### src/rtl/ks_sum_normalize_pkg.sv
// Shared constants for the Kogge-Stone sum/normalize back end.
package ks_sum_normalize_pkg;

    localparam int KS_W    = 25;          // adder width (G/P0 width)
    localparam int KS_LZW  = 5;           // leading-zero count width
    localparam int ZERO_LZ = KS_W + 1;    // count reported for an all-zero sum

endpackage

### src/rtl/ks_lzc.sv
// Combinational leading-zero counter over N bits; count = N and zero = 1 for all-zero input.
import ks_sum_normalize_pkg::*;

module ks_lzc #(
    parameter int N  = ZERO_LZ,
    parameter int CW = KS_LZW
) (
    input  logic [N-1:0]  i_data,
    output logic [CW-1:0] o_count,
    output logic          o_zero
);

    // Scan from MSB; the first set bit found fixes the count.
    always_comb begin
        o_count = CW'(N);
        o_zero  = 1'b1;
        for (int i = N - 1; i >= 0; i--) begin
            if (i_data[i] && o_zero) begin
                o_count = CW'(N - 1 - i);
                o_zero  = 1'b0;
            end
        end
    end

endmodule

### src/rtl/ks_sum_normalize.sv
// Kogge-Stone adder back end: sum formation, leading-zero count, left normalize.
// Three registered stages, valid/ready handshake with a single global stall.
// Optional carry-in (ports in_cin, in_P) enabled by defining KS_CIN_EN.
import ks_sum_normalize_pkg::*;

module ks_sum_normalize #(
    parameter int W   = KS_W,
    parameter int LZW = KS_LZW
) (
    input  logic           clock,
    input  logic           reset,
    input  logic           in_valid,
    output logic           in_ready,
    input  logic [W-1:0]   in_G,
    input  logic [W-1:0]   in_P0,
    input  logic           in_sign,
`ifdef KS_CIN_EN
    input  logic           in_cin,
    input  logic [W-1:0]   in_P,
`endif
    output logic           out_valid,
    input  logic           out_ready,
    output logic [W:0]     out_mant,
    output logic [LZW-1:0] out_shift,
    output logic           out_zero,
    output logic           out_sign
);

    logic           w_adv;
    logic [W:0]     w_carry;
    logic [W:0]     w_sum;
    logic [LZW-1:0] w_lz;
    logic           w_zero;

    logic           r_s1_valid;
    logic [W:0]     r_s1_sum;
    logic           r_s1_sign;

    logic           r_s2_valid;
    logic [W:0]     r_s2_sum;
    logic [LZW-1:0] r_s2_lz;
    logic           r_s2_zero;
    logic           r_s2_sign;

    logic           r_s3_valid;
    logic [W:0]     r_s3_mant;
    logic [LZW-1:0] r_s3_lz;
    logic           r_s3_zero;
    logic           r_s3_sign;

    // The whole pipe advances together unless a result is waiting on downstream.
    assign w_adv    = !r_s3_valid || out_ready;
    assign in_ready = w_adv;

    // Carry into each bit from the resolved prefix generates (and carry-in when enabled).
    always_comb begin
`ifdef KS_CIN_EN
        w_carry[0] = in_cin;
        for (int i = 1; i <= W; i++)
            w_carry[i] = in_G[i-1] | (in_P[i-1] & in_cin);
`else
        w_carry[0] = 1'b0;
        for (int i = 1; i <= W; i++)
            w_carry[i] = in_G[i-1];
`endif
        w_sum = {w_carry[W], in_P0 ^ w_carry[W-1:0]};
    end

    // Stage 1: register the sum; data only moves when a real input is taken.
    always_ff @(posedge clock or posedge reset) begin
        if (reset) begin
            r_s1_valid <= 1'b0;
            r_s1_sum   <= '0;
            r_s1_sign  <= 1'b0;
        end else if (w_adv) begin
            r_s1_valid <= in_valid;
            if (in_valid) begin
                r_s1_sum  <= w_sum;
                r_s1_sign <= in_sign;
            end
        end
    end

    ks_lzc #(
        .N  (W + 1),
        .CW (LZW)
    ) u_lzc (
        .i_data  (r_s1_sum),
        .o_count (w_lz),
        .o_zero  (w_zero)
    );

    // Stage 2: register sum with its leading-zero count and zero flag.
    always_ff @(posedge clock or posedge reset) begin
        if (reset) begin
            r_s2_valid <= 1'b0;
            r_s2_sum   <= '0;
            r_s2_lz    <= '0;
            r_s2_zero  <= 1'b0;
            r_s2_sign  <= 1'b0;
        end else if (w_adv) begin
            r_s2_valid <= r_s1_valid;
            if (r_s1_valid) begin
                r_s2_sum  <= r_s1_sum;
                r_s2_lz   <= w_lz;
                r_s2_zero <= w_zero;
                r_s2_sign <= r_s1_sign;
            end
        end
    end

    // Stage 3: left-normalize into the output registers; bubbles leave data untouched.
    always_ff @(posedge clock or posedge reset) begin
        if (reset) begin
            r_s3_valid <= 1'b0;
            r_s3_mant  <= '0;
            r_s3_lz    <= '0;
            r_s3_zero  <= 1'b0;
            r_s3_sign  <= 1'b0;
        end else if (w_adv) begin
            r_s3_valid <= r_s2_valid;
            if (r_s2_valid) begin
                r_s3_mant <= r_s2_zero ? '0 : (r_s2_sum << r_s2_lz);
                r_s3_lz   <= r_s2_lz;
                r_s3_zero <= r_s2_zero;
                r_s3_sign <= r_s2_sign;
            end
        end
    end

    assign out_valid = r_s3_valid;
    assign out_mant  = r_s3_mant;
    assign out_shift = r_s3_lz;
    assign out_zero  = r_s3_zero;
    assign out_sign  = r_s3_sign;

endmodule
### config.mk
export PLATFORM = sky130hd
export DESIGN_NAME = ks_sum_normalize
export DESIGN_NICKNAME = d
export VERILOG_FILES = /design/src/rtl/ks_sum_normalize_pkg.sv /design/src/rtl/ks_lzc.sv /design/src/rtl/ks_sum_normalize.sv
export SDC_FILE = /design/constraint.sdc
export NUM_CORES = 1
export LEC_CHECK = 0
export ABC_CLOCK_PERIOD_IN_PS = 7400
export CORE_ASPECT_RATIO = 1.5
export CORE_MARGIN = 2
export CORE_UTILIZATION = 55
export CTS_BUF_LIST = sky130_fd_sc_hd__clkbuf_8
export DETAILED_ROUTE_END_ITERATION = 10
export DONT_BUFFER_PORTS = 1
export GPL_ROUTABILITY_DRIVEN = 0
export PLACE_DENSITY = 0.7
export SKIP_CTS_REPAIR_TIMING = 1
export SLEW_MARGIN = 10
export SYNTH_ARGS = -nofsm -noshare
export SYNTH_HDL_FRONTEND = slang
export SYNTH_HIERARCHICAL = 1
export SYNTH_SLANG_ARGS = --single-unit
### constraint.sdc
create_clock -name clock -period 7.4 [get_ports clock]
set_input_delay 1.48 -clock clock [delete_from_list [all_inputs] [get_ports clock]]
set_output_delay 1.48 -clock clock [all_outputs]
set_load 0.01 [all_outputs]
## Yosys cells after proc, flatten, opt, wreduce, memory -nomap -nowiden

Index checks and enable logic that the tools add are counted.

| storage, ports and cells | value |
|---|---|
| register bits after elaboration | 96 |
| output and inout bits | 35 |

| cells by class | value |
|---|---|
| shift-type cells | 1 |
| muxes and demuxes | 53 |
| bitwise logic cells | 1 |
| reduce and logical (&&, ||, !) cells | 30 |

Operator list:

| cell | count |
|---|---|
| 2-to-1 mux 5 bit | 26 |
| 2-to-1 mux 1 bit | 26 |
| 2-to-1 mux 26 bit | 1 |
| << shifter 26 x 5 -> 26 bit | 1 |
| logical AND 1 bit | 25 |
| bitwise XOR 25 bit | 1 |
| AND reduction 2 bit | 3 |
| zero test 1 bit | 1 |
| logical OR 1 bit | 1 |

## Longest topological paths before layout

Gate-level depths: netlist (run 1).

| logic depth | value |
|---|---|
| depth in word-level cells | 51 |
| mapped depth | 8 |
| gate-level depth less buffers | 5 |

## Cells and area by module

Netlist (run 1), hierarchy kept.

By module, submodules not included:

| module | instances | cells an instance | area an instance (um^2) | sequential area each (um^2) |
|---|---|---|---|---|
| ks_sum_normalize | 1 | 431 | 4944.7 | 2402.3 |
| ks_lzc | 1 | 48 | 316.6 | 0.0 |

## Least setup slack after synthesis (run 1)

OpenSTA, ideal clock, no wires.

| timing | value |
|---|---|
| path type | input to output |
| from | in out_ready |
| to | out in_ready |
| data arrival time | 1.750 ns |
| data required time | 5.920 ns |
| slack | 4.170 ns |
| stages | 2 |
| buffers on the path | 1 |
| cell sequence | nand2b_1 buf_2 |

| between the ends | value |
|---|---|
| cells in the longest elaborated chain, start to end | 1 |

Ends and longest elaborated chain:

| item | line | source |
|---|---|---|
| start, declared | ks_sum_normalize.sv:22 | `input logic out_ready,` |
| logical OR 1 bit | ks_sum_normalize.sv:52 | `assign w_adv = !r_s3_valid \|\| out_ready;` |
| end, declared | ks_sum_normalize.sv:13 | `output logic in_ready,` |

Every way passes these cells.

## Final worst setup path (run 1)

Same ends and word-level chain as after synthesis.

==> summary.txt, run 1 <==
Outcome
  – Status: completed

Power and ir drop
  – Switching Share: between 40 and 50%
  – Clock Power Share: 15.7%
  – Seq pwr share: 41.9%
  – Pwr dens: 437.7 nW/um2
  – Max rail drop VDD: 0.0002307 V
  – P_int: 1.439 mW
  – Lkg Pwr: 2.317 nW
  – Psw: 974.3 uW
  – Overall Power: 2.413 mW
  – Logic pwr share: 42.4%

Setup path
  – Crit. Startpoint: out_ready
  – Critical path startpoint category: primary input
  – R2R Path Start: r_s2_lz[1]$_DFFE_PP0P_
  – Crit-path max cell delay: 0.33 ns
  – Bufs and invs on worst path: 0
  – Crit path depth: 1
  – Slowest-stage cell, CP: nand2b_1
  – Crit. End Element: output port
  – Crit-path cells: nand2b_1
  – Reg2Reg Depth: 6
  – Crit Path Class: primary input to output port
  – Worst EP required: 5.92 ns
  – Arr. time, crit path: ~1.8 ns
  – CP Max Fanout: 9
  – Setup crit end: in_ready
  – Reg2reg end: out_mant[24]$_DFFE_PP0P_
  – CP top delay family: simple AND/OR/NAND/NOR gates
  – Worst reg-to-reg setup slack: 4.67 ns

Drt
  – DRT antenna net count: 0
  – Via/cell ratio: 6.120
  – Vias post-DR: 3,574
  – First-pass DRT Iterations: 4
  – WL final: 10,900 um
  – 1st-iter DRT viols: 265
  – Drt drc: 0
  – Wire per inst: 18.66 um

Floorplan
  – Die area: 10,380 um2
  – I/O pins: 90
  – Die extent in y: 123.8 um
  – Initial Util: 56.86%
  – Row cnt: 43
  – DIE WIDTH: between 80 and 90 um
  – Core area: 9254 um2

Synthesis
  – Gate Count Post-Synth: 479
  – Seq/Total Area, Yosys: 45.66%
  – Synth Flop Type: dfrtp_1
  – Synth warnings: 6
  – Ys async rst share: 100.0%
  – Synth Register Bits: 96
  – Unique masters post-synth: 58
  – Post-Syn Area: 5261 um2
  – Mean Syn Cell Area: 10.98 um2
  – Post-synth EDFFs: 0
  – Syn Nets: 534

CTS
  – CTS buffer count: 9
  – CTS Buffer Depth: 2
  – H-tree Lvls: 3
  – Clock latency on the worst-skew pair: 0.37 ns
  – CTS tree: yes
  – Clk slew on worst S/H paths: 0.09 ns
  – Sink Count: 96
  – CTS root buf: clkbuf_8

Timing
  – Slew margin rel.: 28.58%
  – Final Cycle Share: 44.51%
  – Max-slew violations: 0
  – Final Skew: 0.007435 ns
  – RSZ-0062 raised after global routing: no
  – Max Clock Freq: 0.3036 GHz
  – Crit path time final: 3.294 ns
  – Setup TNS: 0 ns
  – Final hold violations: 0
  – Slew @ Worst Pin: between 1 and 1.5 ns
  – Setup Viol. Count Final: 0

Cells and area
  – Share of layout cells above drive strength 1: 20.34%
  – Multi-input gate area: 2661 um2
  – Post-route cell area: 5514 um2
  – Diode count: 0
  – Most common cell after layout, fill and taps aside: dfrtp_1
  – Area grow syn2layout: 4.804%
  – Fillers: slightly below 800
  – FF/Latch Area: 2402 um2
  – Final Non-Filler Cells: between 500 and 600
  – Commonest non-fill, non-tap cells in the layout: dfrtp_1 (96), nand2_1 (65), mux2_2 (49), o21ai_0 (42), nor2_1 (31)
  – Fin util: 59.59%
  – Final net count: 522

Global route
  – Grt ovf: 0
  – Global Route Usage Sum: 22.35%
  – First-pass GRT wire length: 18,120 um
  – Vias in the first global route: 3,481
  – Initial antenna violation count: 0
  – Largest net degree at the start of global routing: 69

Place
  – HPWL Detailed: 8223 um
  – Post-place instance area: 5291 um2
  – # port buffers: 0
  – Inst Count DP: 568

Worst hold path
  – Hold Path Class: flop to flop

Flow run
  – Max-Cap Viols: 0
-- flip-flops by register name, summed over array words and instances, names as in the netlist, 5 cells and up --
signal / count
r_s1_sum: 26
out_mant: 26
r_s2_lz: 5
r_s2_sum: 26
out_shift: 5
-- stage by stage --
stage,hold slack [ns],setup slack (ns)
4_1_cts,0.5203,4.114
2_1_floorplan,0.4731,3.415
5_1_grt,0.5455,4.091
3_3_place_gp,0.4929,4.129
3_5_place_dp,0.4990,4.114
6_report,0.5212,4.106
-- Yosys cell counts, drive strengths merged, types with 2 or more instances --
master  instances  area (um2)
mux4           16       360.4
xnor2          24       210.2
a22oi           4       35.03
buf            17       107.6
inv            12       45.04
clkbuf         11       41.29
a31oi           3       18.77
nor4            4       40.04
o21ai          44       220.2
nor2b           5       31.28
o31a            2       17.52
mux2i          29       290.3
nor3            4       25.02
a211o           3       26.28
o211ai          4       30.03
o22ai           5       31.28
or3             3       18.77
nand2b          3       18.77
o21bai          2       15.01
o22a            2       17.52
o31ai           3       22.52
a21oi           7       38.79
o221ai          5       43.79
nor2           31       116.4
a221o           2       20.02
or4             3       30.03
a211oi          3       22.52
nand2          65       244.0
dfrtp          96        2402
mux2           50       566.8
-- worst min path at each step --
| stage | from | end | slack (ns) | depth (start not counted) |
|---|---|---|---|---|
| 2_1_floorplan | r_s2_valid$_DFFE_PP0N_ | out_valid$_DFFE_PP0N_ | 0.47 | 2 |
| 3_3_place_gp | r_s2_sum[25]$_DFFE_PP0P_ | r_s2_sum[25]$_DFFE_PP0P_ | 0.49 | 1 |
| 3_5_place_dp | r_s2_sum[25]$_DFFE_PP0P_ | r_s2_sum[25]$_DFFE_PP0P_ | 0.50 | 1 |
| 4_1_cts | r_s2_sum[25]$_DFFE_PP0P_ | r_s2_sum[25]$_DFFE_PP0P_ | 0.52 | 1 |
| 5_1_grt | r_s2_sum[24]$_DFFE_PP0P_ | r_s2_sum[24]$_DFFE_PP0P_ | 0.55 | 1 |
| 6_report | r_s2_sum[25]$_DFFE_PP0P_ | r_s2_sum[25]$_DFFE_PP0P_ | 0.52 | 1 |
-- power groups by stage --
stage          logic (mW)  registers, mW  clock network, mW
5_1_grt              1.12           1.05              0.408
3_5_place_dp         1.02           1.03                  0
4_1_cts              1.02           1.01              0.390
6_report             1.02           1.01              0.378
3_3_place_gp        0.994           1.01                  0
2_1_floorplan       0.901          0.898                  0
-- per-layer routing --
metal	vias to the layer above	track usage, %	share of wire, %
li1	1718	-	-
met1	1717	26.77	41
met2	114	38.10	51
met3	25	5.103	4.7
met4	0	11.19	3.7
met5	-	0	0
-- cell families (layout without fill, tap and decap cells) --
| kind of cell | Yosys count | after routing | share of synthesized area [%] |
|---|---|---|---|
| compound gates | 98 | 98 | 12.20 |
| xor+xnor | 24 | 24 | 3.995 |
| buf+inv | 41 | 34 | 3.757 |
| flops | 96 | 96 | 45.66 |
| mux | 95 | 95 | 23.14 |
| simple gates | 125 | 125 | 11.25 |
-- final cells by class --
| class | instances | area share [%] |
|---|---|---|
| clock inverter | 6 | 1.543 |
| multi-input combinational | 342 | 48.26 |
| timing repair buffer | 5 | 0.6807 |
| sequential | 96 | 43.57 |
| inverter | 13 | 0.9076 |
| clock buffer | 10 | 2.496 |
| tap | 112 | 2.541 |
No activity file was read; power rests on OpenSTA's default activity.
==> inputs of run 2 (changes only) <==
- ABC_CLOCK_PERIOD_IN_PS: 7400 -> 3000
- PLACE_DENSITY: 0.7 -> 0.73
- clock period: 7.4 -> 3 ns (I/O delays scaled with it)
==> summary.txt, run 2 (synthesized netlist as in run 1, its figures left out) <==
Power and ir drop
  – Lkg Pwr: around 2.3 nW
  – Pwr dens: roughly 1100 nW/um2
  – Max rail drop VDD: 0.0004700 V

Cells and area
  – Multi-input gate area: 2661 um2
  – Area grow syn2layout: 5.137%
  – Most common cell after layout, fill and taps aside: dfrtp_1
  – Diode count: 0
  – Fillers: between 800 and 900
  – Final net count: 528
  – Share of layout cells above drive strength 1: a little over a fifth
  – FF/Latch Area: 2402 um2
  – Commonest non-fill, non-tap cells in the layout: dfrtp_1 (96), nand2_1 (65), mux2_2 (49), o21ai_0 (42), nor2_1 (31)
  – Final Non-Filler Cells: 590

Timing
  – Slew @ Worst Pin: around 1.0 ns
  – Max Clock Freq: 0.4317 GHz
  – Setup TNS: 0 ns
  – Max-slew violations: 0
  – PnR worst setup slack: 0.6837 ns
  – Hold_ws: ~0.33 ns
  – Final hold violations: 0
  – Final Cycle Share: 77.21%
  – Final Skew: 0.01264 ns
  – Crit path time final: 2.316 ns
  – Slew margin rel.: around 30%
  – RSZ-0062 raised after global routing: no
  – Setup Viol. Count Final: 0

Flow run
  – Max-Cap Viols: 0

Outcome
  – Status: completed

Drt
  – Met2 WL post-DR: about 5700 um
  – Uppermost layer routed: met4
  – Drt drc: 0
  – Met3 WL: 504 um
  – Vias post-DR: approximately 3.7k
  – First-pass DRT Iterations: 4
  – DRT antenna net count: 0
  – Wire per inst: 18.90 um
  – 1st-iter DRT viols: 252
  – Via/cell ratio: 6.249
  – WL final: 11,150 um
  – Met1 wire length: between 4000 and 5000 um

Place
  – Pre-CTS setup slack: 0.7180 ns
  – Inst Count DP: 574
  – # port buffers: 0
  – HPWL Detailed: 8503 um

Setup path
  – CP dominant cell by count: or4_4
  – Slowest-stage cell, CP: or4_4
  – Crit-path cells: or4_4 > or4_4 > nor4_4 > a211oi_1 > mux2_2
  – Crit-path max cell delay: approximately 0.54 ns
  – Crit Path Class: flop to flop
  – CP Max Fanout: 5
  – Crit. End Element: flop
  – Critical path startpoint category: flop
  – Worst EP required: 3.26 ns
  – Arr. time, crit path: 2.58 ns

Floorplan
  – Die extent in y: about 120 um
  – I/O pins: 90
  – Die area: 10,380 um2
  – DIE WIDTH: 83.86 um
  – Initial Util: a little under three fifths
  – Core area: 9254 um2
  – Row cnt: 43

Global route
  – Largest net degree at the start of global routing: 50
  – Grt ovf: 0
  – Global Route Usage Sum: 22.40%
  – First-pass GRT wire length: approximately 18,000 um
  – Initial antenna violation count: 0
  – Vias in the first global route: between 3k and 4k

CTS
  – CTS buffer count: 9
  – Sink Count: 96
  – H-tree Lvls: 3
  – CTS tree: yes
  – CTS root buf: clkbuf_8
  – CTS Buffer Depth: 2
  – Clk slew on worst S/H paths: about 0.09 ns
  – Clock latency on the worst-skew pair: 0.38 ns

Worst hold path
  – Hold Path Class: primary input to asynchronous set/reset pin
## run 2: cell count changes in the layout (fill, tap and decap cells not counted), sizes merged
cell | previous run | this run
clkinvlp | 0 | 2
buf | 5 | 11
inv | 13 | 14
clkinv | 4 | 3
bufinv | 2 | 0
## run 2: worst paths after layout
path,slack (ns),endpoint,cells after the start,startpoint
worst min-delay path,0.33,r_s2_sign$_DFFE_PP0P_,1,reset
worst min register to register,0.51,r_s2_sign$_DFFE_PP0P_,1,r_s2_sign$_DFFE_PP0P_
worst max register to register,0.68,r_s2_lz[3]$_DFFE_PP0P_,5,r_s1_sum[25]$_DFFE_PP0P_
max in group asynchronous,1.94,r_s1_sum[18]$_DFFE_PP0P_,2,reset
worst max-delay path,0.68,r_s2_lz[3]$_DFFE_PP0P_,5,r_s1_sum[25]$_DFFE_PP0P_
min in group clock,0.37,r_s1_sign$_DFFE_PP0P_,1,in_sign
## run 2: power by group
group	switching, mW	leakage (nW)	total [mW]	internal, mW
Sequential	0.695	1.20	2.48	1.78
Clock	0.457	0.0945	0.784	0.327
Combinational	1.29	1.03	2.60	1.31
## run 2: layout make-up
cell class	count	share of cell area, %
flip-flops and latches	96	43.43
clock buffers	10	2.488
well taps	112	2.533
clock inverters	6	0.7691
multi-input cells	342	48.11
repair buffers	11	1.719
inverters	13	0.9500
## run 2: metal layers
| metal | vias up | global-route usage (%) |
|---|---|---|
| met1 | 1804 | 26.50 |
| met4 | 0 | 12.50 |
| li1 | 1726 | - |
| met3 | 30 | 4.573 |
| met2 | 127 | 38.35 |
| met5 | - | 0 |
## run 2: through the flow
stage	util, %	power [mW]	instance area [um2]
finish	59.78	5.863	5532
global route	59.78	6.241	5532
CTS	59.78	5.865	5532
detailed placement	57.83	5.082	5351
global placement	57.83	4.994	5351
floorplan	-	4.438	5265
## run 2: critical path: cells and delay by family, from the launching register on
family | cells | cell delay [ns]
mux | 1 | 0.28
flops | 1 | 0.42
simple gates | 3 | 1.36
compound gates | 1 | 0.14
==> inputs of run 3 (changes only) <==
- ABC_CLOCK_PERIOD_IN_PS: 3000 -> 2300
- PLACE_DENSITY: 0.73 -> 0.7
- clock period: 3 -> 2.3 ns (I/O delays scaled with it)
==> summary.txt, run 3 (synthesized netlist as in run 1, its figures left out) <==
Setup path
  – CP Max Fanout: 5
  – Worst EP required: roughly 2.6 ns
  – Bufs and invs on worst path: 0
  – CP dominant cell by count: or4_4
  – R2R Path Start: r_s1_sum[22]$_DFFE_PP0P_
  – Crit-path max cell delay: 0.50 ns
  – Worst reg-to-reg setup slack: approximately 0.13 ns
  – CP top delay family: simple AND/OR/NAND/NOR gates
  – Crit-path cells: or4_4 > or4_4 > nor4_4 > a211oi_1 > mux2_2
  – Critical path startpoint category: flop
  – Reg2reg end: r_s2_lz[3]$_DFFE_PP0P_
  – Arr. time, crit path: 2.43 ns
  – Crit. Startpoint: r_s1_sum[22]$_DFFE_PP0P_
  – Crit path depth: 5
  – Slowest-stage cell, CP: or4_4
  – Crit. End Element: flop
  – Crit Path Class: flop to flop
  – Reg2Reg Depth: 5

Drt
  – First-pass DRT Iterations: 5
  – WL final: 11,220 um
  – Via/cell ratio: 6.209
  – Drt drc: 0
  – Vias post-DR: between 3k and 4k
  – DRT antenna net count: 0
  – 1st-iter DRT viols: 304
  – Wire per inst: 18.79 um

Timing
  – Max Clock Freq: between 0.4 and 0.5 GHz
  – Crit path time final: 2.166 ns
  – Slew margin rel.: 53.79%
  – Slew @ Worst Pin: 0.6931 ns
  – PnR worst setup slack: 0.1344 ns
  – Setup TNS: 0 ns
  – Final Cycle Share: 94.16%
  – Final Skew: 0.01345 ns
  – RSZ-0062 raised after global routing: no
  – Final hold violations: 0
  – Max-slew violations: 0
  – Setup Viol. Count Final: 0

CTS
  – CTS Buffer Depth: 2
  – CTS tree: yes
  – CTS root buf: clkbuf_8
  – Clock latency on the worst-skew pair: roughly 0.38 ns
  – Clk slew on worst S/H paths: 0.09 ns
  – Sink Count: 96
  – H-tree Lvls: 3
  – CTS buffer count: 9

Place
  – Pre-CTS setup slack: ~0.08 ns
  – HPWL Detailed: between 8000 and 9000 um
  – # port buffers: 0
  – Post-place instance area: 5429 um2

Cells and area
  – Commonest non-fill, non-tap cells in the layout: dfrtp_1 (95), nand2_1 (65), mux2_2 (49), o21ai_0 (42), nor2_1 (31)
  – Share of layout cells above drive strength 1: 23.09%
  – Diode count: 0
  – FF/Latch Area: 2404 um2
  – Final net count: about 540
  – Area grow syn2layout: 7.039%
  – Most common cell after layout, fill and taps aside: dfrtp_1
  – Multi-input gate area: between 2000 and 3000 um2
  – Fillers: 774
  – Post-route cell area: roughly 5600 um2

Floorplan
  – Core area: 9254 um2
  – DIE WIDTH: 83.86 um
  – Row cnt: 43
  – I/O pins: 90
  – Die extent in y: roughly 120 um
  – Die area: 10,380 um2
  – Initial Util: between 50% and 60%

Global route
  – Global Route Usage Sum: between 20% and 30%
  – Vias in the first global route: around 3.6k
  – Largest net degree at the start of global routing: between 50 and 60
  – Initial antenna violation count: 0
  – First-pass GRT wire length: 18,260 um
  – Grt ovf: 0

Flow run
  – Max-Cap Viols: 0

Worst hold path
  – Hold Path Class: primary input to asynchronous set/reset pin

Power and ir drop
  – Pwr dens: 1389 nW/um2
  – Lkg Pwr: 2.376 nW
  – Max rail drop VDD: 0.0006861 V
  – Overall Power: 7.824 mW

Outcome
  – Status: completed
run 3: metrics by stage:
step	cells	util, %	hold WS [ns]
2_1_floorplan	479	-	0.4731
3_3_place_gp	581	58.67	0.4914
3_5_place_dp	581	58.67	0.4943
4_1_cts	597	60.84	0.1083
5_1_grt	597	60.86	0.1325
6_report	597	60.86	0.09144
run 3: worst max path at each step:
stage	to	slack, ns
2_1_floorplan	r_s2_lz[3]$_DFFE_PP0P_	0.15
3_3_place_gp	r_s2_lz[3]$_DFFE_PP0P_	0.13
3_5_place_dp	r_s2_lz[3]$_DFFE_PP0P_	0.08
4_1_cts	r_s2_lz[3]$_DFFE_PP0P_	0.07
5_1_grt	r_s2_zero$_DFFE_PP0P_	0.07
6_report	r_s2_lz[3]$_DFFE_PP0P_	0.13
run 3: area by class of cell:
cell class	count	share of cell area [%]
multi-input combinational	342	47.26
sequential	96	42.68
timing repair buffer	18	3.066
tap	112	2.488
clock buffer	9	2.200
clock inverter	7	1.377
inverter	13	0.9331
run 3: routing by layer:
metal,GRT usage [%],vias up,routed length (um)
li1,-,1742,-
met2,38.15,133,5675
met1,26.40,1797,4421
met5,0,-,0
met4,14.72,0,592
met3,4.307,35,527
run 3: power breakdown:
| group | switching [mW] | internal (mW) | total [mW] | leakage [nW] |
|---|---|---|---|---|
| combinational | 1.77 | 1.77 | 3.54 | 1.07 |
| sequential | 0.819 | 2.33 | 3.15 | 1.20 |
| clock | 0.626 | 0.516 | 1.14 | 0.106 |
| total | 3.21 | 4.61 | 7.82 | 2.38 |
